### config.mk
export PLATFORM = sky130hd
export DESIGN_NAME = axi_rd_burst_arbiter
export DESIGN_NICKNAME = d
export VERILOG_FILES = /design/src/rtl/axi_rd_burst_arbiter.sv
export SDC_FILE = /design/constraint.sdc
export NUM_CORES = 1
export LEC_CHECK = 0
export BUFFER_PORTS_ARGS = -buffer_cell sky130_fd_sc_hd__clkbuf_2
export CORE_ASPECT_RATIO = 1.2
export CORE_MARGIN = 2
export CORE_UTILIZATION = 30
export DETAILED_ROUTE_END_ITERATION = 6
export GPL_ROUTABILITY_DRIVEN = 0
export PLACE_DENSITY = 0.66
export RECOVER_POWER = 50
export SYNTH_ARGS = -nofsm -noshare
export SYNTH_HDL_FRONTEND = slang
export SYNTH_SLANG_ARGS = --single-unit
### constraint.sdc
create_clock -name clk -period 4.7 [get_ports clk]
set_input_delay 0.235 -clock clk [delete_from_list [all_inputs] [get_ports clk]]
set_output_delay 0.235 -clock clk [all_outputs]
set_load 0.05 [all_outputs]
### src/rtl/axi_rd_burst_arbiter.sv
// Two-requester AXI4 read arbiter: round-robin grant, one INCR burst
// in flight, R beats steered to the owning requester's stream.
module axi_rd_burst_arbiter #(
    parameter int ADDR_WIDTH = 16,
    parameter int DATA_WIDTH = 32
) (
    input  logic                  clk,
    input  logic                  rst,
    input  logic                  req0_valid,
    output logic                  req0_ready,
    input  logic [ADDR_WIDTH-1:0] req0_addr,
    input  logic [7:0]            req0_len,
    input  logic                  req1_valid,
    output logic                  req1_ready,
    input  logic [ADDR_WIDTH-1:0] req1_addr,
    input  logic [7:0]            req1_len,
    output logic [ADDR_WIDTH-1:0] s_axi_araddr,
    output logic [1:0]            s_axi_arburst,
    output logic [7:0]            s_axi_arlen,
    output logic [2:0]            s_axi_arsize,
    output logic                  s_axi_arvalid,
    input  logic                  s_axi_arready,
    input  logic [DATA_WIDTH-1:0] s_axi_rdata,
    input  logic                  s_axi_rvalid,
    output logic                  s_axi_rready,
    output logic [DATA_WIDTH-1:0] out0_data,
    output logic                  out0_valid,
    input  logic                  out0_ready,
    output logic [DATA_WIDTH-1:0] out1_data,
    output logic                  out1_valid,
    input  logic                  out1_ready,
    output logic                  done0,
    output logic                  done1,
    output logic                  busy
);

    typedef enum logic [1:0] {IDLE, ADDR, DATA} state_t;

    state_t                state;
    logic                  owner;
    logic                  last_grant;
    logic [ADDR_WIDTH-1:0] addr_q;
    logic [7:0]            len_q;
    logic [7:0]            beat_cnt;
    logic                  done0_q;
    logic                  done1_q;

    logic grant1;
    logic accept;
    logic own_ready;
    logic beat;
    logic last_beat;

    // Requester 1 wins when alone, or on a tie when 0 went last.
    always_comb begin
        grant1     = req1_valid && (!req0_valid || !last_grant);
        req0_ready = !rst && (state == IDLE) && req0_valid && !grant1;
        req1_ready = !rst && (state == IDLE) && grant1;
        accept     = req0_ready || req1_ready;
    end

    always_comb begin
        own_ready    = owner ? out1_ready : out0_ready;
        s_axi_rready = (state == DATA) && own_ready;
        out0_valid   = (state == DATA) && !owner && s_axi_rvalid;
        out1_valid   = (state == DATA) && owner && s_axi_rvalid;
        beat         = s_axi_rvalid && s_axi_rready;
        last_beat    = beat && (beat_cnt == len_q);
    end

    assign out0_data     = s_axi_rdata;
    assign out1_data     = s_axi_rdata;
    assign s_axi_araddr  = addr_q;
    assign s_axi_arlen   = len_q;
    assign s_axi_arburst = 2'd1;
    assign s_axi_arsize  = 3'd2;
    assign s_axi_arvalid = (state == ADDR);
    assign busy          = (state != IDLE);
    assign done0         = done0_q;
    assign done1         = done1_q;

    always_ff @(posedge clk) begin
        if (rst) begin
            state      <= IDLE;
            owner      <= 1'b0;
            last_grant <= 1'b1;
            addr_q     <= '0;
            len_q      <= '0;
            beat_cnt   <= '0;
            done0_q    <= 1'b0;
            done1_q    <= 1'b0;
        end else begin
            done0_q <= 1'b0;
            done1_q <= 1'b0;
            case (state)
                IDLE: begin
                    if (accept) begin
                        owner    <= grant1;
                        addr_q   <= grant1 ? req1_addr : req0_addr;
                        len_q    <= grant1 ? req1_len : req0_len;
                        beat_cnt <= '0;
                        state    <= ADDR;
                    end
                end
                ADDR: begin
                    if (s_axi_arready) begin
                        state <= DATA;
                    end
                end
                DATA: begin
                    // Compare before increment so len 255 never wraps.
                    if (last_beat) begin
                        last_grant <= owner;
                        done0_q    <= !owner;
                        done1_q    <= owner;
                        state      <= IDLE;
                    end else if (beat) begin
                        beat_cnt <= beat_cnt + 8'd1;
                    end
                end
                default: state <= IDLE;
            endcase
        end
    end

endmodule

==> impl_metrics.csv, run 1 <==
group,metric,value,unit
yosys,post-synth-top-area-cell,"dfxtp_1",
final_layout,drive_above_1_share,34.0,%
clock_tree,cts-buffers-inserted,5,
timing,fin_crit_sh,48.5,%
yosys,synth_edf_count,0,
routing,wl_met1,1950,um
yosys,synth.most_common_cell,"buf_4",
final_layout,area_growth,2.99,%
floorplanning,fp.coreArea,7750,sq um
clock_tree,cts_resized,0,
power_and_ir_drop,leakage,1.11,nW
global_routing,grt_max_degree,50,
yosys,synth-seq-cells,38,
routing,ant_nets,0,
yosys,synth_cell_type_count,41,
timing,maxSlewHeadroom,25.6,%
yosys,syn_area,2420,sq um
yosys,ys.flop_type,"dfxtp_1",
final_layout,fin_util,32.2,%
power_and_ir_drop,power_density,342,nW/um^2
timing,rsz0062_at_grt,"false",
floorplanning,start_util,31.3,%
place,io_buffers,88,
final_layout,nNetsFinal,380,
clock_tree,ctsHoldBuffers,0,
setup_path,arrival,2.04,ns
clock_tree,clockRootBuffer,"clkbuf_8",
final_layout,antenna_cells,0,
timing,hold_viol_final,0,
timing,slew_violations,0,
yosys,postSynthAreaPerCell,8.81,sq um
final_layout,instances_no_fill,383,
global_routing,grt_pass1_vias,1727,
timing,hold_slack,0.231,ns
routing,vias,1802,
yosys,synth_top_area_share,31.4,%
setup_path,start_kind,"flip-flop",
routing,drt-total-wl,5040,um
yosys,synth-seq-area-share,31.4,%
clock_tree,path_clk_slew,0.07,ns
timing,finalClockSkew,0.00633,ns
clock_tree,htree_num_levels,2,
timing,fin_crit,2.28,ns
routing,drtPass1Iterations,4,
routing,viasPerCell,4.70,
yosys,synth_common_cells,"buf_4 (70), dfxtp_1 (38), nor2_1 (35)",
yosys,synth.top_cells.by_area,"dfxtp_1 (31%), buf_4 (22%), mux2i_1 (10%)",
clock_tree,cts_setup_buffers,0,
final_layout,fillCellCount,812,
yosys,synth_warnings,0,
floorplanning,rows,35,
routing,routedWlPerCell,13.2,um
clock_tree,max-clock-path-buffers,2,
clock_tree,clock_sinks,38,
timing,fin_setup_tns,0,ns
global_routing,overflow,0,
setup_path,path_class,"flip-flop to primary output",
timing,worstMarginPinSlew,1.11,ns
place,dp_hpwl,3840,um
clock_tree,cts_tree,"yes",
floorplanning,die_w,86.1,um
setup_path,endpoint_kind,"primary output",
yosys,syn_inst,275,
job,cap_violations,0,
run_status,status,"finished, final reports clean",
yosys,ys_async_sr_fraction,0,%
setup_path,worst-endpoint-required,4.47,ns
global_routing,grt_pass1_wl,8060,um
place,dp_cells,376,
routing,drtIter0Drc,51,
clock_tree,clk_latency,0.28,ns
floorplanning,die_area,8820,sq um
setup_path,crit_fanout,27,
routing,top_layer,"met4",
power_and_ir_drop,ir_worst_vdd,97.9,uV
global_routing,track_usage,11.5,%
timing,fmaxAchievable,0.439,GHz
floorplanning,die_h,102,um
global_routing,antenna_found_initial,0,
routing,dr_wl_met2,2490,um
timing,finalSetupViolations,0,
routing,met3_length,506,um
hold_path,hold_path.class,"primary input to flip-flop",
routing,drc_errors,0,
floorplanning,io-pin-count,190,
## cells by family after synthesis
kind of cell	Yosys count	share of synthesized area (%)
buffers and inverters	84	24.2
AND/OR/NAND/NOR	68	15.0
AO/OA/AOI/OAI	49	15.3
flip-flops	38	31.4
multiplexers	25	10.3
XOR/XNOR	8	2.89
other	2	0.310
adder cells (fa/ha/maj)	1	0.516
## metal layers
| metal | GRT usage [%] | up-vias |
|---|---|---|
| li1 | - | 916 |
| met5 | 0 | - |
| met3 | 3.63 | 17 |
| met4 | 4.76 | 0 |
| met2 | 20.1 | 63 |
| met1 | 12.9 | 806 |
## sequential cells by signal, indices dropped and copies added (netlist names)
name,cells
last_grant,1
owner,1
beat_cnt,8
done1,1
s_axi_arlen,8
state,2
done0,1
s_axi_araddr,16
## layout make-up
type / instances / area (sq um) / share of cell area, %
multi-input cells: 156 / 1100 / 44.1
flip-flops and latches: 38 / 761 / 30.5
repair buffers: 88 / 437 / 17.5
well taps: 92 / 115 / 4.61
clock buffers: 7 / 76.3 / 3.06
inverters: 2 / 7.51 / 0.301
## report_power, final
part	internal (mW)	switching, mW	total, mW
registers	0.348	0.0213	0.369
clock network	0.102	0.109	0.212
logic	0.0813	0.192	0.274
total	0.531	0.323	0.854
## per-stage QoR
stage	setup slack [ns]	total power, mW	area, sq um
6_report	2.42	0.854	2500
5_1_grt	2.30	0.903	2500
4_1_cts	2.42	0.868	2500
3_5_place_dp	2.28	0.654	2420
3_3_place_gp	2.43	0.650	2420
2_1_floorplan	2.83	0.732	2430
## cell usage in the layout (no fill, tap or decap), drive strengths merged, types with 3 or more instances in the layout
| cell type | instances |
|---|---|
| mux2i | 25 |
| dfxtp | 38 |
| xor2 | 8 |
| a311oi | 4 |
| a21oi | 7 |
| clkbuf | 95 |
| and2 | 3 |
| nor4 | 3 |
| a211oi | 24 |
| nand3 | 5 |
| nand2 | 5 |
| nor3 | 4 |
| conb | 5 |
| nand2b | 4 |
| nor2 | 35 |
## worst max-delay path: stages, from the launching register on
cell	delay [ns]
dfxtp_1	0.34
a21boi_4	0.87
and2_1	0.26
clkbuf_2	0.28
## worst paths after layout
check / slack, ns / endpoint / start / cells past startpoint
max: 2.42 / req1_ready / last_grant$_SDFFE_PP1P_ / 3
min: 0.23 / state[1]$_SDFFE_PP0P_ / s_axi_arready / 3
max reg2reg: 2.80 / s_axi_araddr[4]$_SDFFE_PP0P_ / state[1]$_SDFFE_PP0P_ / 4
min reg2reg: 0.50 / s_axi_araddr[0]$_SDFFE_PP0P_ / s_axi_araddr[0]$_SDFFE_PP0P_ / 2
(Power assumes the default switching activity.)
==> run 2: changes to the inputs <==
--- a/config.mk
+++ b/config.mk
@@ -11,7 +11,7 @@
 export CORE_UTILIZATION = 30
 export DETAILED_ROUTE_END_ITERATION = 6
 export GPL_ROUTABILITY_DRIVEN = 0
-export PLACE_DENSITY = 0.66
+export PLACE_DENSITY = 0.68
 export RECOVER_POWER = 50
 export SYNTH_ARGS = -nofsm -noshare
 export SYNTH_HDL_FRONTEND = slang
==> constraint.sdc (replaced) <==
create_clock -name clk -period 1.9 [get_ports clk]
set_input_delay 0.095 -clock clk [delete_from_list [all_inputs] [get_ports clk]]
set_output_delay 0.095 -clock clk [all_outputs]
set_load 0.05 [all_outputs]
==> run 2 against run 1 <==
  * Critical path depth increased by 3
  * Register-to-register slack got worse by 2.7 ns
  * Sequential power grew 150%
  * Clock skew grew 0.00088 ns
  * Clock power rose to 4.0 times the previous value
  * Hold slack lost 0.15 ns
  * Die area is the same
  * Wire length grew 2.9%
  * Global-route usage rose by 0.39 points
  * Combinational power rose to 2.6 times the previous value
  * Worst setup slack got worse by 2.3 ns
  * Non-clock buffer count is 5 higher
  * Highest routed layer unchanged
==> impl_metrics.csv, run 2 (synthesis gave the netlist of run 1 again) <==
group,metric,value,unit
setup_path,startpoint,"beat_cnt[2]$_SDFFE_PP0P_",
final_layout,nNetsFinal,385,
clock_tree,cts-buffers-inserted,5,
power_and_ir_drop,ir_worst_vdd,401,uV
job,cap_violations,0,
timing,fin_crit,1.77,ns
routing,drt-total-wl,5190,um
routing,drc_errors,0,
setup_path,endpoint_kind,"flip-flop",
global_routing,overflow,0,
setup_path,reg2reg_depth,6,
timing,slew_violations,0,
setup_path,arrival,1.95,ns
final_layout,mostFrequentLayoutCells,"clkbuf_2 (86), dfxtp_1 (38), nor2_1 (35)",
clock_tree,clockRootBuffer,"clkbuf_8",
timing,worstMarginPinSlew,0.593,ns
floorplanning,start_util,31.3,%
timing,finalClockSkew,0.00720,ns
timing,finalSetupViolations,0,
setup_path,slowest_stage,"dfxtp_1",
power_and_ir_drop,totalPowerFinal,2.47,mW
routing,drtPass1Iterations,4,
setup_path,path_class,"flip-flop to flip-flop",
timing,fin_crit_sh,93.3,%
routing,ant_nets,0,
setup_path,cp-endpoint,"beat_cnt[2]$_SDFFE_PP0P_",
final_layout,largest_reg_flops,16,
setup_path,start_kind,"flip-flop",
power_and_ir_drop,leakage,1.18,nW
setup_path,path_cells,"xor2_1, nor4_4, buf_4, a31oi_2, o211a_1, nor3_2",
final_layout,fillCellCount,803,
setup_path,r2r_slack,0.13,ns
clock_tree,ctsHoldBuffers,0,
global_routing,grt_pass1_vias,1727,
global_routing,grt_pass1_wl,8160,um
timing,rsz0062_at_grt,"false",
setup_path,crit_fanout,8,
floorplanning,die_area,8820,sq um
run_status,status,"finished, final reports clean",
routing,drtIter0Drc,86,
timing,hold_viol_final,0,
clock_tree,path_clk_slew,0.08,ns
global_routing,track_usage,11.9,%
power_and_ir_drop,power_density,941,nW/um^2
final_layout,multiInputGateArea,1100,sq um
clock_tree,htree_num_levels,2,
hold_path,hold_path.class,"primary input to flip-flop",
final_layout,area_growth,8.52,%
floorplanning,die_w,86.1,um
floorplanning,die_h,102,um
routing,viasPerCell,4.79,
final_layout,drive_above_1_share,36.7,%
global_routing,grt_max_degree,50,
routing,vias,1863,
place,dp_hpwl,3820,um
final_layout,ff_latch_area,761,sq um
clock_tree,cts_tree,"yes",
floorplanning,io-pin-count,190,
timing,fmaxAchievable,0.564,GHz
setup_path,worst-endpoint-required,2.07,ns
final_layout,antenna_cells,0,
routing,routedWlPerCell,13.3,um
place,io_buffers,88,
global_routing,antenna_found_initial,0,
timing,fin_setup_tns,0,ns
setup_path,rr_startpoint,"beat_cnt[2]$_SDFFE_PP0P_",
floorplanning,rows,35,
clock_tree,clock_sinks,38,
timing,maxSlewHeadroom,60.6,%
clock_tree,clk_latency,0.29,ns
setup_path,r2r_end,"beat_cnt[2]$_SDFFE_PP0P_",
clock_tree,max-clock-path-buffers,2,
final_layout,final_common_cell,"clkbuf_2",
floorplanning,fp.coreArea,7750,sq um
setup_path,critPathMaxStageDelay,0.45,ns
[run 2: cell types whose count changed in the layout (fill, tap and decap cells not counted)]
cell	previous run	this run
buf_12	0	2
buf_4	0	3
bufinv_16	0	2
clkbuf_1	5	2
clkbuf_2	85	86
clkbuf_8	5	6
mux2i_1	25	24
mux2i_2	0	1
[run 2: cell type report]
type	instances	share of cell area, %
multi-input cells	156	42.0
flip-flops and latches	38	28.9
repair buffers	93	19.0
well taps	92	4.38
clock buffers	6	3.14
clock inverters	2	2.28
inverters	2	0.285
[run 2: metrics by stage]
step | instances | hold slack [ns] | area, sq um | util [%] | setup slack (ns)
after floorplan | 278 | 0.258 | 2430 | - | 0.0329
after global placement | 380 | 0.191 | 2480 | 32.0 | 0.217
after CTS | 388 | 0.0839 | 2620 | 33.8 | 0.136
final | 389 | 0.0780 | 2630 | 33.9 | 0.128
after detailed placement | 380 | 0.191 | 2480 | 32.0 | 0.134
after global routing | 389 | 0.0988 | 2630 | 33.9 | 0.00305
[run 2: timing repair]
item | 4_1_cts | 5_1_grt
endpoints found under the hold margin | 0 | 0
gates resized for setup | 0 | 1
endpoints found under the setup margin | 0 | 5
buffers inserted | 0 | 1
[run 2: where the power goes]
group	leakage, nW	internal [mW]	switching (mW)
combinational	0.801	0.225	0.486
sequential	0.311	0.860	0.0496
clock	0.0714	0.560	0.294
total	1.18	1.65	0.829
[run 2: worst max-delay path, delay by kind of cell (launching register included)]
kind            cells  cell delay, ns
flops               1            0.45
simple gates        2            0.11
compound gates      2            0.66
xor+xnor            1            0.26
buf+inv             1            0.16
[run 2: worst min-delay path by stage]
stage | startpoint | endpoint | slack, ns | cells past startpoint
after CTS | s_axi_arready | state[1]$_SDFFE_PP0P_ | 0.08 | 3
after global routing | s_axi_arready | state[1]$_SDFFE_PP0P_ | 0.1 | 3
after global placement | s_axi_rdata[1] | out0_data[1] | 0.19 | 0
after detailed placement | s_axi_rdata[1] | out0_data[1] | 0.19 | 0
after floorplan | s_axi_arready | state[1]$_SDFFE_PP0P_ | 0.26 | 2
final | s_axi_arready | state[1]$_SDFFE_PP0P_ | 0.08 | 3
[run 2: per-layer routing]
metal / track usage [%] / vias up / share of wire (%)
li1: - / 931 / -
met1: 12.7 / 850 / 39
met2: 21.2 / 65 / 51
met3: 3.80 / 17 / 7.9
met4: 5.74 / 0 / 2.4
met5: 0 / - / 0
==> run 3: changes to the inputs <==
--- a/config.mk
+++ b/config.mk
@@ -6,13 +6,15 @@
 export NUM_CORES = 1
 export LEC_CHECK = 0
 export BUFFER_PORTS_ARGS = -buffer_cell sky130_fd_sc_hd__clkbuf_2
+export CELL_PAD_IN_SITES_DETAIL_PLACEMENT = 1
+export CELL_PAD_IN_SITES_GLOBAL_PLACEMENT = 2
 export CORE_ASPECT_RATIO = 1.2
 export CORE_MARGIN = 2
-export CORE_UTILIZATION = 30
+export CORE_UTILIZATION = 18
 export DETAILED_ROUTE_END_ITERATION = 6
 export GPL_ROUTABILITY_DRIVEN = 0
-export PLACE_DENSITY = 0.68
-export RECOVER_POWER = 50
+export PLACE_DENSITY = 0.78
+export RECOVER_POWER = 25
 export SYNTH_ARGS = -nofsm -noshare
 export SYNTH_HDL_FRONTEND = slang
 export SYNTH_SLANG_ARGS = --single-unit
==> run 3 against run 2 <==
  * Sequential share of layout area shrank 1.1 points
  * Largest cell class unchanged
  * Sequential cell count is the same
  * Clock skew shrank 0.0025 ns
  * Critical endpoint is now beat_cnt[3]$_SDFFE_PP0P_
  * Fmax grew 3.1%
  * Critical path depth shrank 2
  * Wire length grew 30%
  * Core utilization shrank 13 points
  * Clock power grew 0.8%
  * Count of clock-buffer cells in the layout grew 1
  * Die area grew 63%
  * Critical path type unchanged
  * Cell count grew 20%
  * Combinational power grew 2%
==> impl_metrics.csv, run 3 (synthesis gave the netlist of run 1 again) <==
group,metric,value,unit
run_status,status,"finished, final reports clean",
power_and_ir_drop,ir_worst_vdd,305,uV
setup_path,start_kind,"flip-flop",
clock_tree,path_clk_slew,0.06,ns
floorplanning,die_w,110,um
routing,drtPass1Iterations,3,
clock_tree,htree_num_levels,2,
timing,fmaxAchievable,0.582,GHz
timing,slew_violations,0,
floorplanning,fp.coreArea,13200,sq um
hold_path,hold_path_depth,3,
timing,fin_crit_sh,90.5,%
global_routing,antenna_found_initial,0,
clock_tree,cts_resized,0,
routing,ant_nets,0,
clock_tree,cts_tree,"yes",
clock_tree,max-clock-path-buffers,2,
final_layout,final_common_cell,"clkbuf_2",
setup_path,rr_startpoint,"beat_cnt[1]$_SDFFE_PP0P_",
power_and_ir_drop,power_density,912,nW/um^2
power_and_ir_drop,p_switching,0.889,mW
clock_tree,cts_setup_buffers,0,
place,dp_hpwl,5160,um
hold_path,min_to,"state[1]$_SDFFE_PP0P_",
setup_path,critPathMaxStageDelay,0.45,ns
setup_path,endpoint_kind,"flip-flop",
clock_tree,cts-buffers-inserted,5,
global_routing,grt_max_degree,39,
final_layout,fin_util,20.8,%
final_layout,antenna_cells,0,
setup_path,r2r_end,"beat_cnt[3]$_SDFFE_PP0P_",
setup_path,crit_fanout,8,
final_layout,nNetsFinal,386,
setup_path,path_class,"flip-flop to flip-flop",
global_routing,grt_pass1_vias,2013,
floorplanning,die_area,14400,sq um
place,io_buffers,88,
power_and_ir_drop,power.share.sequential,36.4,%
final_layout,fillCellCount,1559,
setup_path,startpoint,"beat_cnt[1]$_SDFFE_PP0P_",
global_routing,overflow,0,
final_layout,area_growth,12.9,%
clock_tree,clockRootBuffer,"clkbuf_16",
power_and_ir_drop,combPwrFrac,29.1,%
timing,finalClockSkew,0.00471,ns
setup_path,reg2reg_depth,4,
clock_tree,clock_sinks,38,
routing,vias,1918,
routing,drt-total-wl,6730,um
timing,rsz0062_at_grt,"false",
hold_path,hp-start,"s_axi_arready",
power_and_ir_drop,power.internal,1.61,mW
routing,viasPerCell,4.12,
clock_tree,clk_latency,0.28,ns
setup_path,arrival,1.90,ns
power_and_ir_drop,switching_share,35.6,%
setup_path,slowest_stage,"dfxtp_1",
timing,finalSetupViolations,0,
floorplanning,start_util,18.4,%
timing,maxSlewHeadroom,61.2,%
timing,worstMarginPinSlew,0.581,ns
job,cap_violations,0,
final_layout,drive_above_1_share,36.9,%
floorplanning,rows,46,
setup_path,r2r_slack,0.18,ns
power_and_ir_drop,clkPwrFrac,34.5,%
global_routing,grt_pass1_wl,10500,um
routing,drtIter0Drc,12,
hold_path,hold_path.class,"primary input to flip-flop",
routing,routedWlPerCell,14.4,um
power_and_ir_drop,leakage,1.20,nW
final_layout,largest_reg_flops,16,
timing,hold_slack,0.0984,ns
timing,fin_setup_tns,0,ns
setup_path,path_cells,"xor2_1, nor4_4, a31oi_2, a311oi_1",
routing,drc_errors,0,
floorplanning,die_h,131,um
global_routing,track_usage,9.59,%
floorplanning,io-pin-count,190,
clock_tree,ctsHoldBuffers,0,
timing,hold_viol_final,0,
setup_path,worst-endpoint-required,2.08,ns
timing,fin_crit,1.72,ns
final_layout,mostFrequentLayoutCells,"clkbuf_2 (88), dfxtp_1 (38), nor2_1 (35)",
## run 3: cell types whose count changed in the layout (fill, tap and decap cells not counted)
| cell | before | now |
|---|---|---|
| clkbuf_2 | 86 | 88 |
| buf_4 | 3 | 4 |
| mux2i_2 | 1 | 0 |
| mux2i_1 | 24 | 25 |
| clkbuf_8 | 6 | 1 |
| clkbuf_16 | 0 | 5 |
| bufinv_16 | 2 | 0 |
| clkbuf_1 | 2 | 1 |
| clkinv_2 | 0 | 1 |
## run 3: worst max-delay path by stage
stage / end / slack (ns) / depth (start not counted)
finish: beat_cnt[3]$_SDFFE_PP0P_ / 0.18 / 4
global route: beat_cnt[7]$_SDFFE_PP0P_ / 0.001 / 4
CTS: beat_cnt[3]$_SDFFE_PP0P_ / 0.13 / 4
detailed placement: beat_cnt[3]$_SDFFE_PP0P_ / 0.14 / 4
global placement: beat_cnt[6]$_SDFFE_PP0P_ / 0.20 / 5
floorplan: beat_cnt[6]$_SDFFE_PP0P_ / 0.03 / 5
## run 3: power groups by stage
| stage | registers (mW) | logic (mW) | clock network, mW |
|---|---|---|---|
| 2_1_floorplan | 1.11 | 0.699 | 0 |
| 3_3_place_gp | 0.924 | 0.724 | 0 |
| 3_5_place_dp | 0.927 | 0.737 | 0 |
| 4_1_cts | 0.910 | 0.739 | 0.908 |
| 5_1_grt | 0.918 | 0.786 | 0.941 |
| 6_report | 0.908 | 0.726 | 0.861 |
## run 3: area by class of cell
cell class | instances | area (sq um) | area share [%]
Timing Repair Buffer | 94 | 510 | 18.7
Clock buffer | 7 | 143 | 5.21
Multi-Input combinational cell | 156 | 1100 | 40.2
Inverter | 2 | 7.51 | 0.274
Sequential cell | 38 | 761 | 27.8
Tap cell | 168 | 210 | 7.68
Clock inverter | 1 | 5.00 | 0.183
## run 3: per-layer routing
layer | global-route usage (%) | part of all wire, % | vias to the layer above | wire length [um]
li1 | - | - | 927 | -
met1 | 9.88 | 37 | 865 | 2520
met2 | 16.5 | 50 | 83 | 3370
met3 | 2.38 | 6.8 | 43 | 459
met4 | 6.75 | 5.6 | 0 | 378
met5 | 0 | 0 | - | 0
## run 3: critical path: cells and delay by family, from the launching register on
| family | cells | cell delay (ns) |
|---|---|---|
| AO/OA/AOI/OAI | 2 | 0.61 |
| XOR/XNOR | 1 | 0.14 |
| flip-flops | 1 | 0.45 |
| AND/OR/NAND/NOR | 1 | 0.41 |
## run 3: metrics by stage
step	cell area (sq um)	cells	setup WS, ns	total power [mW]
after global placement	2590	458	0.203	1.65
final	2740	466	0.181	2.49
after floorplan	2430	278	0.0329	1.81
after global routing	2740	466	0.00107	2.64
after detailed placement	2590	458	0.142	1.66
after CTS	2740	466	0.125	2.56
